### config.mk
export PLATFORM = sky130hd
export DESIGN_NAME = uart_tx_arbiter
export DESIGN_NICKNAME = d
export VERILOG_FILES = /design/src/rtl/uart_tx_arbiter.sv
export SDC_FILE = /design/constraint.sdc
export NUM_CORES = 1
export LEC_CHECK = 0
export BUFFER_PORTS_ARGS = -buffer_cell sky130_fd_sc_hd__buf_2
export CORE_UTILIZATION = 30
export DETAILED_ROUTE_END_ITERATION = 6
export PLACE_DENSITY_LB_ADDON = 0.25
export RECOVER_POWER = 50
export SKIP_LAST_GASP = 1
export SYNTH_ARGS = -nofsm -noshare
export SYNTH_HDL_FRONTEND = slang
export SYNTH_SLANG_ARGS = --single-unit
### constraint.sdc
create_clock -name clk -period 6.85 [get_ports clk]
set_input_delay 0 -clock clk [delete_from_list [all_inputs] [get_ports clk]]
set_output_delay 0 -clock clk [all_outputs]
set_load 0.01 [all_outputs]
### src/rtl/uart_tx_arbiter.sv
// Round-robin arbiter that locks one requester for a whole packet and paces its
// bytes, optionally behind a source-ID header, into a shared UART transmitter.
module uart_tx_arbiter #(
  parameter int NUM_REQ      = 4,
  parameter bit HEADER_EN    = 1'b1,
  parameter int BUSY_TIMEOUT = 4
) (
  input  logic                 clk,
  input  logic                 reset,
  input  logic [NUM_REQ-1:0]   req_valid,
  input  logic [8*NUM_REQ-1:0] req_data,
  input  logic [NUM_REQ-1:0]   req_last,
  output logic [NUM_REQ-1:0]   req_ready,
  output logic                 tx_start,
  output logic [7:0]           tx_data,
  input  logic                 tx_busy,
  output logic [2:0]           grant_id,
  output logic                 pkt_active,
  output logic                 timeout_err,
  output logic [2:0]           state_dbg
);

  // Handshake: a requester byte moves on the rising edge where req_valid[i] & req_ready[i];
  // ready is offered only to the granted requester in PAYLOAD and never depends on valid.
  localparam int          TW        = (BUSY_TIMEOUT > 1) ? $clog2(BUSY_TIMEOUT) : 1;
  localparam logic [TW-1:0] TO_LAST = TW'(BUSY_TIMEOUT - 1);
  localparam logic [3:0]  NUM_REQ_W = 4'(NUM_REQ);
  localparam logic [2:0]  LAST_RST  = 3'(NUM_REQ - 1);

  typedef enum logic [2:0] {
    S_IDLE    = 3'd0,
    S_HDR     = 3'd1,
    S_PAYLOAD = 3'd2,
    S_START   = 3'd3,
    S_WAIT_HI = 3'd4,
    S_WAIT_LO = 3'd5
  } state_t;

  state_t          state_q, state_d;
  logic [2:0]      grant_q, grant_d;
  logic [2:0]      last_grant_q, last_grant_d;
  logic [7:0]      tx_data_q, tx_data_d;
  logic            last_flag_q, last_flag_d;
  logic            pkt_active_q, pkt_active_d;
  logic            timeout_err_q, timeout_err_d;
  logic [TW-1:0]   to_cnt_q, to_cnt_d;

  logic [7:0]      valid_ext, last_ext, ready_ext;
  logic [63:0]     data_ext;
  logic [7:0]      data_sel;
  logic [2:0]      rr_pick;
  logic [3:0]      rr_idx;
  logic            rr_found;
  logic            timeout_hit;

  // Widen the per-requester buses to 8 lanes so a 3-bit grant can index them directly.
  always_comb begin
    valid_ext                  = '0;
    last_ext                   = '0;
    data_ext                   = '0;
    valid_ext[NUM_REQ-1:0]     = req_valid;
    last_ext[NUM_REQ-1:0]      = req_last;
    data_ext[8*NUM_REQ-1:0]    = req_data;
    data_sel                   = data_ext[{grant_q, 3'b000} +: 8];
  end

  always_comb begin
    rr_found = 1'b0;
    rr_pick  = last_grant_q;
    rr_idx   = '0;
    for (int i = 1; i <= NUM_REQ; i++) begin
      rr_idx = {1'b0, last_grant_q} + 4'(i);
      if (rr_idx >= NUM_REQ_W) rr_idx = rr_idx - NUM_REQ_W;
      if (!rr_found && valid_ext[rr_idx[2:0]]) begin
        rr_found = 1'b1;
        rr_pick  = rr_idx[2:0];
      end
    end
  end

  assign timeout_hit = (state_q == S_WAIT_HI) && !tx_busy && (to_cnt_q == TO_LAST);

  always_ff @(posedge clk or posedge reset) begin
    if (reset) begin
      state_q       <= S_IDLE;
      grant_q       <= '0;
      last_grant_q  <= LAST_RST;
      tx_data_q     <= '0;
      last_flag_q   <= 1'b0;
      pkt_active_q  <= 1'b0;
      timeout_err_q <= 1'b0;
      to_cnt_q      <= '0;
    end else begin
      state_q       <= state_d;
      grant_q       <= grant_d;
      last_grant_q  <= last_grant_d;
      tx_data_q     <= tx_data_d;
      last_flag_q   <= last_flag_d;
      pkt_active_q  <= pkt_active_d;
      timeout_err_q <= timeout_err_d;
      to_cnt_q      <= to_cnt_d;
    end
  end

  always_comb begin
    state_d = state_q;
    case (state_q)
      S_IDLE:    if (|req_valid) state_d = HEADER_EN ? S_HDR : S_PAYLOAD;
      S_HDR:     state_d = S_START;
      S_PAYLOAD: if (valid_ext[grant_q]) state_d = S_START;
      S_START:   state_d = S_WAIT_HI;
      S_WAIT_HI: begin
        if (tx_busy)          state_d = S_WAIT_LO;
        else if (timeout_hit) state_d = S_IDLE;
      end
      S_WAIT_LO: if (!tx_busy) state_d = last_flag_q ? S_IDLE : S_PAYLOAD;
      default:   state_d = S_IDLE;
    endcase
  end

  always_comb begin
    grant_d       = grant_q;
    last_grant_d  = last_grant_q;
    tx_data_d     = tx_data_q;
    last_flag_d   = last_flag_q;
    pkt_active_d  = pkt_active_q;
    timeout_err_d = timeout_err_q;
    to_cnt_d      = to_cnt_q;
    ready_ext     = '0;
    tx_start      = 1'b0;
    case (state_q)
      S_IDLE: begin
        if (|req_valid) begin
          grant_d      = rr_pick;
          pkt_active_d = 1'b1;
        end
      end
      S_HDR: begin
        tx_data_d   = {4'hA, 1'b0, grant_q};
        last_flag_d = 1'b0;
      end
      S_PAYLOAD: begin
        ready_ext[grant_q] = 1'b1;
        if (valid_ext[grant_q]) begin
          tx_data_d   = data_sel;
          last_flag_d = last_ext[grant_q];
        end
      end
      S_START: begin
        tx_start = 1'b1;
        to_cnt_d = '0;
      end
      S_WAIT_HI: begin
        // A transmitter that never goes busy abandons the packet and skips this requester.
        if (timeout_hit) begin
          timeout_err_d = 1'b1;
          pkt_active_d  = 1'b0;
          last_grant_d  = grant_q;
        end else if (!tx_busy) begin
          to_cnt_d = to_cnt_q + TW'(1);
        end
      end
      S_WAIT_LO: begin
        if (!tx_busy && last_flag_q) begin
          pkt_active_d = 1'b0;
          last_grant_d = grant_q;
        end
      end
      default: ;
    endcase
  end

  assign req_ready   = ready_ext[NUM_REQ-1:0];
  assign tx_data     = tx_data_q;
  assign grant_id    = grant_q;
  assign pkt_active  = pkt_active_q;
  assign timeout_err = timeout_err_q;
  assign state_dbg   = state_q;

endmodule
**Word level (Yosys, flattened, before mapping)**

Cells that the tools add are included.

- Register bits: 22
- Output and inout port bits: 21
- Logic and storage cells: 114

- $add $sub $neg: 9
- Magnitude comparators: 10
- Equality and inequality tests: 14
- Shifts and indexed selects: 1
- Muxes and demuxes: 48
- Reductions and logical operators: 24

Operator list:

| cell | count |
|---|---|
| 64-bit by 7-bit variable part select with 8-bit output | 1 |
| 3-bit 2-to-1 mux | 15 |
| 3-bit by 4-bit less-than comparator with 1-bit output (second input constant) | 5 |
| 1-bit binary-select mux with 3-bit select | 6 |
| 3-bit case mux with 6 select lines | 1 |
| 4-bit by 3-bit greater-or-equal comparator with 1-bit output (second input constant) | 4 |
| 8-bit case mux with 2 select lines | 1 |
| 1-bit 2-to-1 mux | 15 |
| 2-bit != test (second input constant) | 7 |
| 3-bit subtractor (second input constant) | 4 |
| 3-bit by 2-bit adder with 4-bit output (second input constant) | 2 |
| 8-bit 2-to-1 mux | 1 |
| 4-bit AND reduction | 2 |
| 1-bit logical AND | 7 |
| 3-bit by 2-bit equality test with 1-bit output (second input constant) | 2 |
| 3-bit equality test (second input constant) | 2 |
| 2-bit 2-to-1 mux | 3 |
| 3-bit case mux with 2 select lines | 1 |
| 2-bit AND reduction | 3 |
| 3-bit AND reduction | 2 |
| 2-bit nonzero test | 3 |
| 3-bit by 1-bit adder with 4-bit output (second input constant) | 1 |
| 3-bit by 3-bit adder with 4-bit output (second input constant) | 1 |
| 1-bit logical NOT | 4 |
| other kinds (13) | 13 |

**Logic depth before layout (Yosys ltp)**

- Depth in word-level cells: 15
- Mapped depth: 8
- Mapped depth without buffers: 7

**Worst setup path before layout**

No wires, ideal clock.

- Kind: flip-flop to flip-flop
- Start point: reg last_grant_q[0]
- End point: reg grant_q[0], in the netlist grant_id[0]
- Library setup time: 0.083 ns
- Arrival: 2.090 ns
- Data required time: 6.767 ns
- Setup slack: 4.677 ns
- Stages on the path, launching flop included: 8
- Period minus slack after synthesis: 2.173 ns
- Cells stage by stage: dfstp_2 inv_1 ha_1 clkbuf_1 mux4_2 o311ai_0 mux2_2 o21ai_0

- Word-level cells in the longest chain between the ends: 15
- Elaborated cells between the ends (all ways): 37
- Classes of those cells: 8 x add/sub; 4 x order compare; 19 x mux; 6 x reduce/logical

RTL lines:

| what | RTL line | source |
|---|---|---|
| from (decl) | 41 | `logic [2:0] last_grant_q, last_grant_d;` |
| from (signal assigned) | 96 | `last_grant_q <= last_grant_d;` |
| 3-bit by 1-bit adder with 4-bit output | 72 | `rr_idx = {1'b0, last_grant_q} + 4'(i);` |
| 4-bit by 3-bit greater-or-equal comparator with 1-bit output or 3-bit subtractor (tied branches) | 73 | `if (rr_idx >= NUM_REQ_W) rr_idx = rr_idx - NUM_REQ_W;` |
| 3-bit 2-to-1 mux | 73 |  |
| 1-bit binary-select mux with 3-bit select | 74 | `if (!rr_found && valid_ext[rr_idx[2:0]]) begin` |
| 1-bit 2-to-1 mux (not written as such) | 74 |  |
| 1-bit 2-to-1 mux | 74 |  |
| 1-bit logical NOT | 74 |  |
| 1-bit logical AND | 74 |  |
| 1-bit 2-to-1 mux | 74 |  |
| 1-bit logical NOT | 74 |  |
| 1-bit logical AND | 74 |  |
| 1-bit 2-to-1 mux | 74 |  |
| 1-bit logical NOT | 74 |  |
| 1-bit logical AND | 74 |  |
| 3-bit 2-to-1 mux * | 74 |  |
| to (signal assigned) | 95 | `grant_q <= grant_d;` |
| to (decl) | 40 | `logic [2:0] grant_q, grant_d;` |

Mark *: on every way between the ends. The rest lies on a longest branch, timed or not. The select of a mux whose other input is x is not followed.
A chain may end at the register's enable or synchronous reset.

**Worst setup path in the final report**

Ends and elaborated chain as after synthesis.

==> key figures <==
Status
  • Status: finished clean

Logic synthesis
  • Yosys warns: 0
  • Yosys top cell by area: dfrtp_1
  • Net Count, Synth: 212
  • Yosys reg bits: 22
  • Mapped Area: 1657 um2
  • Yosys top cell area share: 30.21%
  • Syn Area/Cell: 9.979 um2
  • Unique cell type count in the Yosys netlist: 48
  • Mapped Cells: 166
  • Register area share after synthesis: 33.38%
  • Synth top area cells: dfrtp_1, mux4_2, mux4_1, nand2_1, o21ai_0

Floorplanning
  • Rows: 26
  • Starting density of the core: 31.83%
  • Core box area: 5205 um2
  • I/O pin count: 64
  • Die H: 76.31 um
  • Die width: 76.31 um
  • Die Footprint: 5823 um2

Worst setup path
  • Peak per-stage delay on the critical path: 0.69 ns
  • Worst-case register-to-register setup slack: 4.49 ns
  • Worst setup endpoint: grant_id[0]
  • Levels on crit path: 6
  • CP Max Fanout: 15
  • Critical R2R Launch: last_grant_q[0]
  • Kind of critical path: reg -> reg
  • Setup crit end kind: register
  • CP bufs+invs: 1
  • Critical Path AT: 2.55 ns
  • Slowest-stage cell, CP: dfstp_2
  • Data required time of the worst path: 7.04 ns
  • Startpoint Class: register
  • Crit. Startpoint: last_grant_q[0]
  • CP delay by family, top: multiplexers
  • Worst r2r dst: grant_id[0]
  • Crit-path cells: inv_1 > ha_1 > mux4_2 > o311ai_0 > mux2_2 > o21ai_0
  • R2R cell count: 6

Routing
  • Drt first pass iters: 4
  • Metal-1 WL: 1797 um
  • WL/cell: 13.78 um
  • DR iter-0 viols: 98
  • Final ANT Viol Nets: 0
  • Met2 wire len: 1881 um
  • DR top layer: met4
  • Metal3 WL: 225 um
  • Vias/cell: 5.168
  • Vias: 1504
  • Residual DRC: 0
  • Routed WL: 4010 um

Finish
  • Multi-input logic area: 984.7 um2
  • Post-layout util: 38.92%
  • Non-Filler Instances: 291
  • Layout cells sized above 1: 34.84%
  • Total Nets Final: 268
  • Fillers: 545
  • Reg area: 553.0 um2
  • Area Growth Syn to Fin: 22.28%
  • N_diodes: 0

Global route
  • First-pass GRT wire length: 6693 um
  • Total gr overflow: 0
  • GRT Total Usage: 14.44%
  • Initial antenna violation count: 0
  • Vias in the first global route: 1404
  • Largest net degree at the start of global routing: 23

Power
  • Comb power frac: 50.5%
  • Internal power: 0.4349 mW
  • Worst vdd ir: 0.0001370 V
  • Pleak: 0.9448 nW
  • Sequential Power Share: 37.0%
  • Pwr Density: 377.7 nW/um2
  • Switching Power: 0.3303 mW
  • Clk pwr share: 12.5%
  • Switching Share: 43.16%

Timing
  • Fmax achieved: 424.5 MHz
  • Slew headroom: 43.10%
  • Post-Route Skew: 0.002412 ns
  • Hold_ws: 0.1105 ns
  • Period Utilization, post-route: 34.39%
  • Setup TNS: 0 ns
  • Post-route setup slack: 4.495 ns
  • Worst Tran Pin Value: 0.8525 ns
  • Final Hold Viols: 0
  • Max-slew violations: 0
  • Min Tclk post-route: 2.355 ns
  • Final Setup Violations: 0
  • RSZ-0062 raised after global routing: false

CTS
  • CTS tree: done
  • CTS max path bufs: 2
  • CTS resizes: 0
  • H-Tree Depth: 1
  • CTS sink count: 22
  • Clk_lat worst skew: 0.27 ns
  • Root Buffer: clkbuf_8
  • Clock transition at path regs: 0.08 ns
  • CTS Buf Count: 3

Placement
  • Pre-CTS setup slack: 4.526 ns
  • Placed cells: 286
  • Detail Placement HPWL: 2981 um
  • GP Congestion: 0.8147
  • Port Buffers: 63

Run
  • Max cap viols: 0

Worst hold path
  • Hold Path Class: in -> reg
worst min-delay path by stage:
stage                  from               to  cells past startpoint
floorplan             reset      grant_id[0]                      1
global placement      reset      to_cnt_q[1]                      2
detailed placement    reset     state_dbg[2]                      2
CTS                 tx_busy  last_grant_q[0]                      4
global route        tx_busy  last_grant_q[1]                      4
finish              tx_busy     state_dbg[1]                      4
flip-flops by register name, summed over array words and instances, names as in the netlist:
| signal | count |
|---|---|
| timeout_err | 1 |
| pkt_active | 1 |
| last_flag_q | 1 |
| state_dbg | 3 |
| last_grant_q | 3 |
| to_cnt_q | 2 |
| grant_id | 3 |
| tx_data | 8 |
cells by family after synthesis:
kind of cell	after synthesis	share of synthesized area, %
AOI/OAI and AO/OA	48	20.70
adders and majority gates	3	2.266
buffers and inverters	23	7.174
DFF	22	33.38
muxes	19	20.17
and+or+nand+nor	51	16.31
power groups by stage:
stage          sequential [mW]  clock, mW  combinational [mW]
5_1_grt                  0.301      0.103               0.431
6_report                 0.283     0.0954               0.387
4_1_cts                  0.285     0.0979               0.400
3_3_place_gp             0.286          0               0.399
2_1_floorplan            0.241          0               0.348
3_5_place_dp             0.288          0               0.398
cell type report:
type                       instances  area share, %
timing repair buffer              64          15.19
inverter                          10          1.853
multi-input combinational        121          48.61
clock buffer                       4          2.718
sequential                        22          27.30
tap                               70          4.324
cell usage after synthesis (all sizes together):
cell type,number
a211o,1
nand2,21
a221o,2
a22o,1
o21ai,15
mux4,10
a22oi,1
a21boi,1
clkbuf,4
o41ai,1
or2,1
mux2i,3
dfrtp,20
nor4,2
nor2,11
nor4b,2
and3,1
o21bai,1
a21o,3
or4,1
o221a,1
nor3,4
o31a,1
inv,10
a31o,1
or3,1
o311ai,2
nand2b,2
o221ai,1
nand3b,1
a21oi,8
o31ai,1
mux2,6
dfstp,2
o211ai,2
a32o,4
ha,3
buf,9
a31oi,1
nor2b,4
stage by stage:
| step | area, um2 | power [mW] |
|---|---|---|
| after global placement | 1978 | 0.6843 |
| after floorplan | 1657 | 0.5892 |
| after CTS | 2043 | 0.7825 |
| after global routing | 2026 | 0.8347 |
| after detailed placement | 1978 | 0.6856 |
| final | 2026 | 0.7652 |
layer usage:
| layer | vias to the layer above | global-route usage [%] |
|---|---|---|
| met3 | 8 | 2.754 |
| li1 | 733 | - |
| met4 | 0 | 6.731 |
| met2 | 53 | 22.88 |
| met1 | 710 | 18.94 |
| met5 | - | 0 |
cells in the final DEF, fill, tap and decap left out, types with 3 or more instances in the layout:
cell,Yosys,final
buf_2,5,49
nand2_1,20,20
dfrtp_1,20,20
o21ai_0,15,15
clkbuf_1,4,14
nor2_1,11,11
inv_1,10,10
mux4_2,7,7
a21oi_1,7,7
mux2_2,6,6
a32o_1,4,4
nor2b_1,4,4
clkbuf_8,0,4
mux2i_1,3,3
nor3_1,3,3
a21o_1,3,3
mux4_1,3,3
ha_1,3,3
worst min-delay path, stage by stage:
cell	delay (ns)
buf_2	0.14
o21ai_0	0.08
nand2_1	0.06
o21ai_0	0.06
what timing repair did:
| action | 4_1_cts | 5_1_grt |
|---|---|---|
| hold buffers | 1 | 0 |
| buffers inserted | 0 | 0 |
| hold endpoints to repair | 20 | 0 |
No activity file was read; power rests on OpenSTA's default activity.
